### src/rtl/cpu_bus_pkg.sv
// Shared encodings for the core-side SRAM-like request bus and the requester ids used by the arbiter.
// Combinational helpers only; no latency or flow control of its own.
package cpu_bus_pkg;

    localparam int SRAM_AW = 32;
    localparam int SRAM_DW = 32;

    typedef logic req_id_t;

    localparam req_id_t ID_INST = 1'b0;
    localparam req_id_t ID_DATA = 1'b1;

    localparam logic [1:0] SIZE_BYTE = 2'd0;
    localparam logic [1:0] SIZE_HALF = 2'd1;
    localparam logic [1:0] SIZE_WORD = 2'd2;

    // With no contention the only requester wins; under round-robin a tie goes to whoever was not served last.
    function automatic req_id_t pick_grant(input logic    rr_en,
                                           input logic    inst_req,
                                           input logic    data_req,
                                           input req_id_t rr_last);
        if (rr_en && inst_req && data_req) begin
            return (rr_last == ID_INST) ? ID_DATA : ID_INST;
        end
        return data_req ? ID_DATA : ID_INST;
    endfunction

endpackage

### src/rtl/arb_id_fifo.sv
// Ring of 1-bit requester ids in acceptance order; push/pop act on the clock edge, head is read combinationally.
// Zero latency; a push while full or a pop while empty is dropped, the caller gates both.
module arb_id_fifo
    import cpu_bus_pkg::*;
#(
    parameter int DEPTH = 4
) (
    input  logic                     clk,
    input  logic                     resetn,
    input  logic                     push_i,
    input  req_id_t                  push_id_i,
    input  logic                     pop_i,
    output req_id_t                  head_id_o,
    output logic                     full_o,
    output logic                     empty_o,
    output logic [$clog2(DEPTH):0]   count_o
);

    localparam int PW = $clog2(DEPTH);
    localparam int CW = PW + 1;

    logic [DEPTH-1:0] ring_q, ring_d;
    logic [PW-1:0]    wptr_q, wptr_d;
    logic [PW-1:0]    rptr_q, rptr_d;
    logic [CW-1:0]    cnt_q, cnt_d;
    logic             push_ok;
    logic             pop_ok;

    assign full_o    = (cnt_q == CW'(DEPTH));
    assign empty_o   = (cnt_q == '0);
    assign count_o   = cnt_q;
    assign head_id_o = ring_q[rptr_q];

    assign push_ok = push_i & ~full_o;
    assign pop_ok  = pop_i & ~empty_o;

    // DEPTH is a power of two, so the pointers wrap by plain overflow.
    always_comb begin
        ring_d = ring_q;
        wptr_d = wptr_q;
        rptr_d = rptr_q;
        cnt_d  = cnt_q;
        if (push_ok) begin
            ring_d[wptr_q] = push_id_i;
            wptr_d         = wptr_q + PW'(1);
        end
        if (pop_ok) begin
            rptr_d = rptr_q + PW'(1);
        end
        case ({push_ok, pop_ok})
            2'b10:   cnt_d = cnt_q + CW'(1);
            2'b01:   cnt_d = cnt_q - CW'(1);
            default: cnt_d = cnt_q;
        endcase
    end

    always_ff @(posedge clk or negedge resetn) begin
        if (!resetn) begin
            ring_q <= '0;
            wptr_q <= '0;
            rptr_q <= '0;
            cnt_q  <= '0;
        end else begin
            ring_q <= ring_d;
            wptr_q <= wptr_d;
            rptr_q <= rptr_d;
            cnt_q  <= cnt_d;
        end
    end

endmodule

### src/rtl/sram_req_arbiter.sv
// Shares one SRAM-like port between fetch and MEM requesters and steers in-order responses back by id.
// Zero added latency on both paths; stalls both requesters when MAX_OUTS transactions are outstanding.
module sram_req_arbiter
    import cpu_bus_pkg::*;
#(
    parameter int MAX_OUTS = 4,
    parameter bit RR       = 1'b0
) (
    input  logic                      clk,
    input  logic                      resetn,

    input  logic                      inst_req,
    input  logic [1:0]                inst_size,
    input  logic [SRAM_AW-1:0]        inst_addr,
    output logic                      inst_addr_ok,
    output logic                      inst_data_ok,
    output logic [SRAM_DW-1:0]        inst_rdata,

    input  logic                      data_req,
    input  logic                      data_wr,
    input  logic [1:0]                data_size,
    input  logic [SRAM_AW-1:0]        data_addr,
    input  logic [3:0]                data_wstrb,
    input  logic [SRAM_DW-1:0]        data_wdata,
    output logic                      data_addr_ok,
    output logic                      data_data_ok,
    output logic [SRAM_DW-1:0]        data_rdata,

    output logic                      out_req,
    output logic                      out_wr,
    output logic [1:0]                out_size,
    output logic [SRAM_AW-1:0]        out_addr,
    output logic [3:0]                out_wstrb,
    output logic [SRAM_DW-1:0]        out_wdata,
    input  logic                      out_addr_ok,
    input  logic                      out_data_ok,
    input  logic [SRAM_DW-1:0]        out_rdata,

    output logic [$clog2(MAX_OUTS):0] outs_cnt,
    output logic                      proto_err
);

    logic    lock_valid_q, lock_valid_d;
    req_id_t lock_id_q, lock_id_d;
    req_id_t rr_last_q, rr_last_d;
    logic    proto_err_q, proto_err_d;

    req_id_t grant;
    logic    gnt_req;
    logic    full;
    logic    empty;
    req_id_t head_id;
    logic    accept;
    logic    resp;
    logic    pop;

    always_comb begin
        if (lock_valid_q) begin
            grant = lock_id_q;
        end else begin
            grant = pick_grant(RR, inst_req, data_req, rr_last_q);
        end
    end

    assign gnt_req = (grant == ID_DATA) ? data_req : inst_req;

    // Qualifying with resetn keeps every output at zero while reset is held.
    assign out_req = resetn & gnt_req & ~full;
    assign accept  = out_req & out_addr_ok;

    always_comb begin
        out_wr    = 1'b0;
        out_size  = '0;
        out_addr  = '0;
        out_wstrb = '0;
        out_wdata = '0;
        if (resetn) begin
            if (grant == ID_DATA) begin
                out_wr    = data_wr;
                out_size  = data_size;
                out_addr  = data_addr;
                out_wstrb = data_wstrb;
                out_wdata = data_wdata;
            end else begin
                out_size  = inst_size;
                out_addr  = inst_addr;
            end
        end
    end

    assign inst_addr_ok = accept & (grant == ID_INST);
    assign data_addr_ok = accept & (grant == ID_DATA);

    assign resp = resetn & out_data_ok;
    assign pop  = resp & ~empty;

    assign inst_data_ok = pop & (head_id == ID_INST);
    assign data_data_ok = pop & (head_id == ID_DATA);
    assign inst_rdata   = resetn ? out_rdata : '0;
    assign data_rdata   = resetn ? out_rdata : '0;

    assign proto_err = proto_err_q;

    // A full stall drops out_req, so the lock is neither set nor cleared while full.
    always_comb begin
        lock_valid_d = lock_valid_q;
        lock_id_d    = lock_id_q;
        rr_last_d    = rr_last_q;
        proto_err_d  = proto_err_q | (resp & empty);
        if (out_req && !out_addr_ok) begin
            lock_valid_d = 1'b1;
            lock_id_d    = grant;
        end else if (accept) begin
            lock_valid_d = 1'b0;
        end
        if (RR && accept) begin
            rr_last_d = grant;
        end
    end

    always_ff @(posedge clk or negedge resetn) begin
        if (!resetn) begin
            lock_valid_q <= 1'b0;
            lock_id_q    <= ID_INST;
            rr_last_q    <= ID_INST;
            proto_err_q  <= 1'b0;
        end else begin
            lock_valid_q <= lock_valid_d;
            lock_id_q    <= lock_id_d;
            rr_last_q    <= rr_last_d;
            proto_err_q  <= proto_err_d;
        end
    end

    arb_id_fifo #(
        .DEPTH      (MAX_OUTS)
    ) u_id_fifo (
        .clk        (clk),
        .resetn     (resetn),
        .push_i     (accept),
        .push_id_i  (grant),
        .pop_i      (pop),
        .head_id_o  (head_id),
        .full_o     (full),
        .empty_o    (empty),
        .count_o    (outs_cnt)
    );

endmodule

### config.mk
export PLATFORM = sky130hd
export DESIGN_NAME = sram_req_arbiter
export DESIGN_NICKNAME = d
export VERILOG_FILES = /design/src/rtl/cpu_bus_pkg.sv /design/src/rtl/arb_id_fifo.sv /design/src/rtl/sram_req_arbiter.sv
export SDC_FILE = /design/constraint.sdc
export NUM_CORES = 1
export LEC_CHECK = 0
export BUFFER_PORTS_ARGS = -buffer_cell sky130_fd_sc_hd__buf_2
export CAP_MARGIN = 20
export CORE_AREA = 4 4 109 111
export CTS_CLUSTER_DIAMETER = 30
export CTS_CLUSTER_SIZE = 28
export DETAILED_ROUTE_END_ITERATION = 10
export DIE_AREA = 0 0 113 115
export PLACE_DENSITY_LB_ADDON = 0.05
export SYNTH_ARGS = -nofsm -noshare
export SYNTH_HDL_FRONTEND = slang
export SYNTH_HIERARCHICAL = 1
export SYNTH_SLANG_ARGS = --single-unit
### constraint.sdc
create_clock -name clk -period 2.77 [get_ports clk]
set_clock_uncertainty 0.05 [all_clocks]
set_input_delay 0.1385 -clock clk [delete_from_list [all_inputs] [get_ports clk]]
set_output_delay 0.1385 -clock clk [all_outputs]
set_load 0.02 [all_outputs]
Word-level counts from Yosys, hierarchy flattened
Index checks and enable logic that the tools add are counted.
- bitwise gates (word level): 17
- magnitude comparators: 3
- equal/unequal tests: 3
- add/sub/neg operators: 4
- muxes and demuxes: 22
- reductions and logical operators: 6
- operators by type and width (operator ; number):
    $mux 32 ; 5
    $and 1x1->1 ; 12
    $mux 1 ; 9
    $mux 4 ; 2
    $lt 2x3->1 const B ; 2
    $pmux 3 s2 ; 1
    $add 2x1->2 const B ; 2
    $bwmux 4 ; 1
    $mux 2 ; 2
    $not 1->1 ; 4
    $reduce_bool 2->1 ; 2
    $add 3x1->3 const B ; 1
    $eq 3x3->1 const B ; 1
    $logic_not 3->1 ; 1
    $sub 3x1->3 const B ; 1
    $bmux 1 s2 ; 1
    $demux 1 s2 ; 1
    $eq 2x1->1 const B ; 1
    $eq 2x2->1 const B ; 1
    $ge 2x1->1 const B ; 1
    $logic_and 1x1->1 ; 2
    $logic_not 1->1 ; 1
    $or 1x1->1 ; 1
- input port bits: 143
- flip-flop bits (word level): 14
- word-level logic and storage cells: 62
- output and inout bits: 144

Longest topological paths before layout
- word-level depth: 9
- depth in mapped cells: 12
- depth with buffers taken out: 11

Cells and area by module
Netlist, hierarchy kept.
- modules (own cells, without submodules) (module ; cells each ; instances ; area each (sq um) ; sequential area each (sq um)):
    sram_req_arbiter ; 250 ; 1 ; 1609.0 ; 75.1
    arb_id_fifo ; 54 ; 1 ; 605.6 ; 275.3

Worst setup path before layout
No wires, ideal clock.
- path kind: reg2reg
- start: register u_id_fifo.cnt_q[2], in the netlist u_id_fifo/count_o[2]
- end: register u_id_fifo.cnt_q[2], in the netlist u_id_fifo/count_o[2]
- path buffers: 1
- library setup time: 0.080 ns
- arrival: 2.325 ns
- stages on the path, launching flop included: 13
- path slack: 0.315 ns
- cell sequence: dfrtp_1 > nor3b_4 > nor2b_1 > o221ai_1 > nor2_1 > nand2b_1 > buf_6 > ha_1 > inv_1 > fa_1 > xor2_1 > nor2_1 > xor2_1
- cells in the longest elaborated chain, start to end: 7
- elaborated cells between the ends (all ways): 15
- ends and longest elaborated chain (item ; RTL line ; source):
    from (decl) ; arb_id_fifo.sv:25 ; logic [CW-1:0] cnt_q, cnt_d;
    from (signal assigned) ; arb_id_fifo.sv:67 ; cnt_q <= cnt_d;
    $eq 3x3->1 (*) ; arb_id_fifo.sv:29 ; assign full_o = (cnt_q == CW'(DEPTH));
    via full ; sram_req_arbiter.sv:50 ; logic full;
    $not 1->1 (*) ; sram_req_arbiter.sv:68 ; assign out_req = resetn & gnt_req & ~full;
    $and 1x1->1 (*) ; sram_req_arbiter.sv:68 ;
    $and 1x1->1 (*) ; sram_req_arbiter.sv:69 ; assign accept = out_req & out_addr_ok;
    via accept ; sram_req_arbiter.sv:53 ; logic accept;
    $and 1x1->1 (*) ; arb_id_fifo.sv:34 ; assign push_ok = push_i & ~full_o;
    $eq 2x1->1 or $eq 2x2->1 (tied branches) ; arb_id_fifo.sv:50 ; case ({push_ok, pop_ok})
    $pmux 3 s2 or $reduce_bool 2->1 (tied branches) ; n/a ;
Mark *: on every way through the listed nets, which the timed path passes. The rest lies on a longest branch.
A chain may end at the register's enable or synchronous reset.

Worst setup path after layout
- start: register u_id_fifo.cnt_q[1], in the netlist u_id_fifo/count_o[1]
- end: register u_id_fifo.cnt_q[2], in the netlist u_id_fifo/count_o[2]
The elaborated chain is that of the path after synthesis.

==> impl_metrics.ini <==
[drt]
first_pass_iters = 4
num_vias = 2781
antenna_left = 0
routedWlPerCell_um = 14.7
drc = 0
wl_um = 10000
viasPerCell = 4.07
dr.first_iter.drc_count = 137

[timing]
fin_crit_ns = 2.51
finalSetupTns_ns = 0
maxSlewHeadroom_pct = 34.6
final_hold_viol_count = 0
setup_violations = 0
worst_pin_slew_ns = 0.981
period_share_pct = 90.5
slew_violations = 0
rsz0062_at_grt = no
timing.fmax_mhz = 399

[grt]
antenna_found_initial = 0
grt_pass1_vias = 2660
overflow = 0
grt_max_degree = 120
grt_pass1_wl_um = 14600
grtUsageTotal_pct = 13.6

[logic_synthesis]
yosys.area.top_type = dfrtp_1
yosysTopAreaCellShare_pct = 15.8
netlist_instances = 304
synth-adder-area-share_pct = 3.73
synth_edf_count = 0
synth.avg_cell_area_sq_um = 7.28
yosys_warnings = 6
netlist_area_sq_um = 2210
yosys.area_share.simple_pct = 38.2
synthMuxAreaShare_pct = 3.67
yosysMostFrequentCell = nand2_1
synthTopCellsByCount = nand2_1 (70), and3_1 (37), buf_4 (35)
ys.flop_type = dfrtp_1
synth-xor-area-share_pct = 2.37
seq_area_frac_synth_pct = 15.8
yosysUniqueCellTypes = 37
syn_nets = 453
synthTopCellsByArea = dfrtp_1 (16%), buf_4 (12%), nand2_1 (12%)
synth-compound-area-share_pct = 17.5
async_flop_share_pct = 100
synth-seq-cells = 14
synth_top_family_by_area = simple AND/OR/NAND/NOR gates

[final_layout]
ff_latch_area_sq_um = 350
nNetsFinal = 693
diodes = 0
fillers = 1201
syn2layout_area_growth_pct = 58.9
multi_input_area_sq_um = 1450
drive_gt1_share_pct = 59.3
instances_no_fill = 683

[clock_network]
cts_tree = done
postCtsHoldBufs = 0
htreeDepth = 1
post_cts_resized = 0
cts_setup_buffers = 0
clockRootBuffer = clkbuf_8
cts_buffers = 3
cts_sinks = 14
cts_buffer_depth = 2
clock_latency_ns = 0.24
clkTransAtPathRegs_ns = 0.06

[die]
coreArea_sq_um = 10800
dieHeight_um = 115
die_x_um = 113
rows = 38
io_pins = 287
fp.dieArea_sq_um = 13000
start_util_pct = 20.5

[placement]
placed_cells = 679
place.gp.congestion = 0.789
dp_hpwl_um = 8250
io_buffers = 286

[critical_path]
crit_start = u_id_fifo/count_o[1]
crit_end = u_id_fifo/count_o[2]
reg2reg_depth = 11
end_kind = register
start_kind = register
path_max_fanout = 7
rr_endpoint = u_id_fifo/count_o[2]
timing.rr.start = u_id_fifo/count_o[1]
crit_required_ns = 2.89
worstSetupPathType = register to register
arrival_ns = 2.62
r2r_slack_ns = 0.26

[pwr]
ir_drop_v = 0.000467
leakage_nw = 2.22
powerDensity_nw_per_um2 = 671

[status]
status = completed

[min_path]
min_path_type = input pin to async pin

[run]
max_cap_violations = 0
per-layer routing:
| layer | wire (um) | vias to the layer above | track usage [%] |
|---|---|---|---|
| li1 | - | 1442 | - |
| met1 | 3860 | 1219 | 17.1 |
| met2 | 5360 | 120 | 25.4 |
| met3 | 805 | 0 | 2.37 |
| met4 | 0 | 0 | 0.721 |
| met5 | 0 | - | 0 |
cells in the final DEF (no fill, tap or decap), types with 2 or more instances in the layout:
master / n
a21boi_0: 4
a21boi_1: 21
a21boi_2: 10
and2_1: 33
and3_1: 37
buf_2: 286
buf_4: 3
clkbuf_8: 4
dfrtp_1: 14
ha_1: 5
inv_1: 7
nand2_1: 70
nand2_2: 10
nand2b_1: 2
nor2_1: 3
nor3_1: 4
o21ai_0: 8
xnor2_1: 3
xor2_1: 3
power breakdown:
group	internal [W]	switching, W
registers	0.000306	0.000119
clock network	0.000126	0.0000707
logic	0.000645	0.00110
final cells by class:
type                            instances  area share [%]
Timing Repair Buffer                  289            41.3
Multi-Input combinational cell        228            41.2
Sequential cell                        14            9.95
Tap cell                              140            4.98
Clock buffer                            4            1.56
Inverter                                8           0.995
per-stage QoR:
stage	hold slack [ns]	area [sq um]	total power, W	setup slack, ns	utilization (%)
after floorplan	-0.207	2210	0.00172	0.315	-
after global placement	0.355	3460	0.00220	0.310	32.1
after detailed placement	0.354	3460	0.00221	0.260	32.1
after CTS	0.102	3520	0.00241	0.242	32.6
after global routing	0.119	3520	0.00259	0.00478	32.6
final	0.0578	3520	0.00236	0.264	32.6
cell families (layout without fill, tap and decap cells):
kind of cell	Yosys count	after routing
DFF	14	14
adders and majority gates	6	6
xor gates and xnor gates	6	6
and+or+nand+nor	163	163
buffers and inverters	62	301
muxes	5	5
AOI/OAI and AO/OA	48	48
worst max-delay path, cell delays in order, from the launching register on:
cell,delay (ns)
dfrtp_1,0.45
nor3b_4,0.32
nor2b_1,0.13
o221ai_1,0.15
nor2_1,0.17
nand2b_1,0.13
ha_1,0.20
inv_1,0.06
fa_1,0.37
xor2_1,0.15
nor2_1,0.12
xor2_1,0.14
state kept, by name (all words and copies together) (netlist names):
signal             cells
u_id_fifo/ring_q       4
u_id_fifo/count_o      3
u_id_fifo/rptr_q       2
u_id_fifo/wptr_q       2
lock_id_q              1
lock_valid_q           1
proto_err              1
how the worst min path moves through the flow:
| stage | from | to | slack [ns] | cells past startpoint |
|---|---|---|---|---|
| 2_1_floorplan | resetn | lock_id_q | -0.21 | 0 |
| 3_3_place_gp | out_data_ok | proto_err | 0.35 | 2 |
| 3_5_place_dp | out_data_ok | proto_err | 0.35 | 2 |
| 4_1_cts | out_data_ok | proto_err | 0.10 | 2 |
| 5_1_grt | out_data_ok | proto_err | 0.12 | 2 |
| 6_report | resetn | proto_err | 0.06 | 2 |
Note: power is estimated with default switching activity, not from simulation.
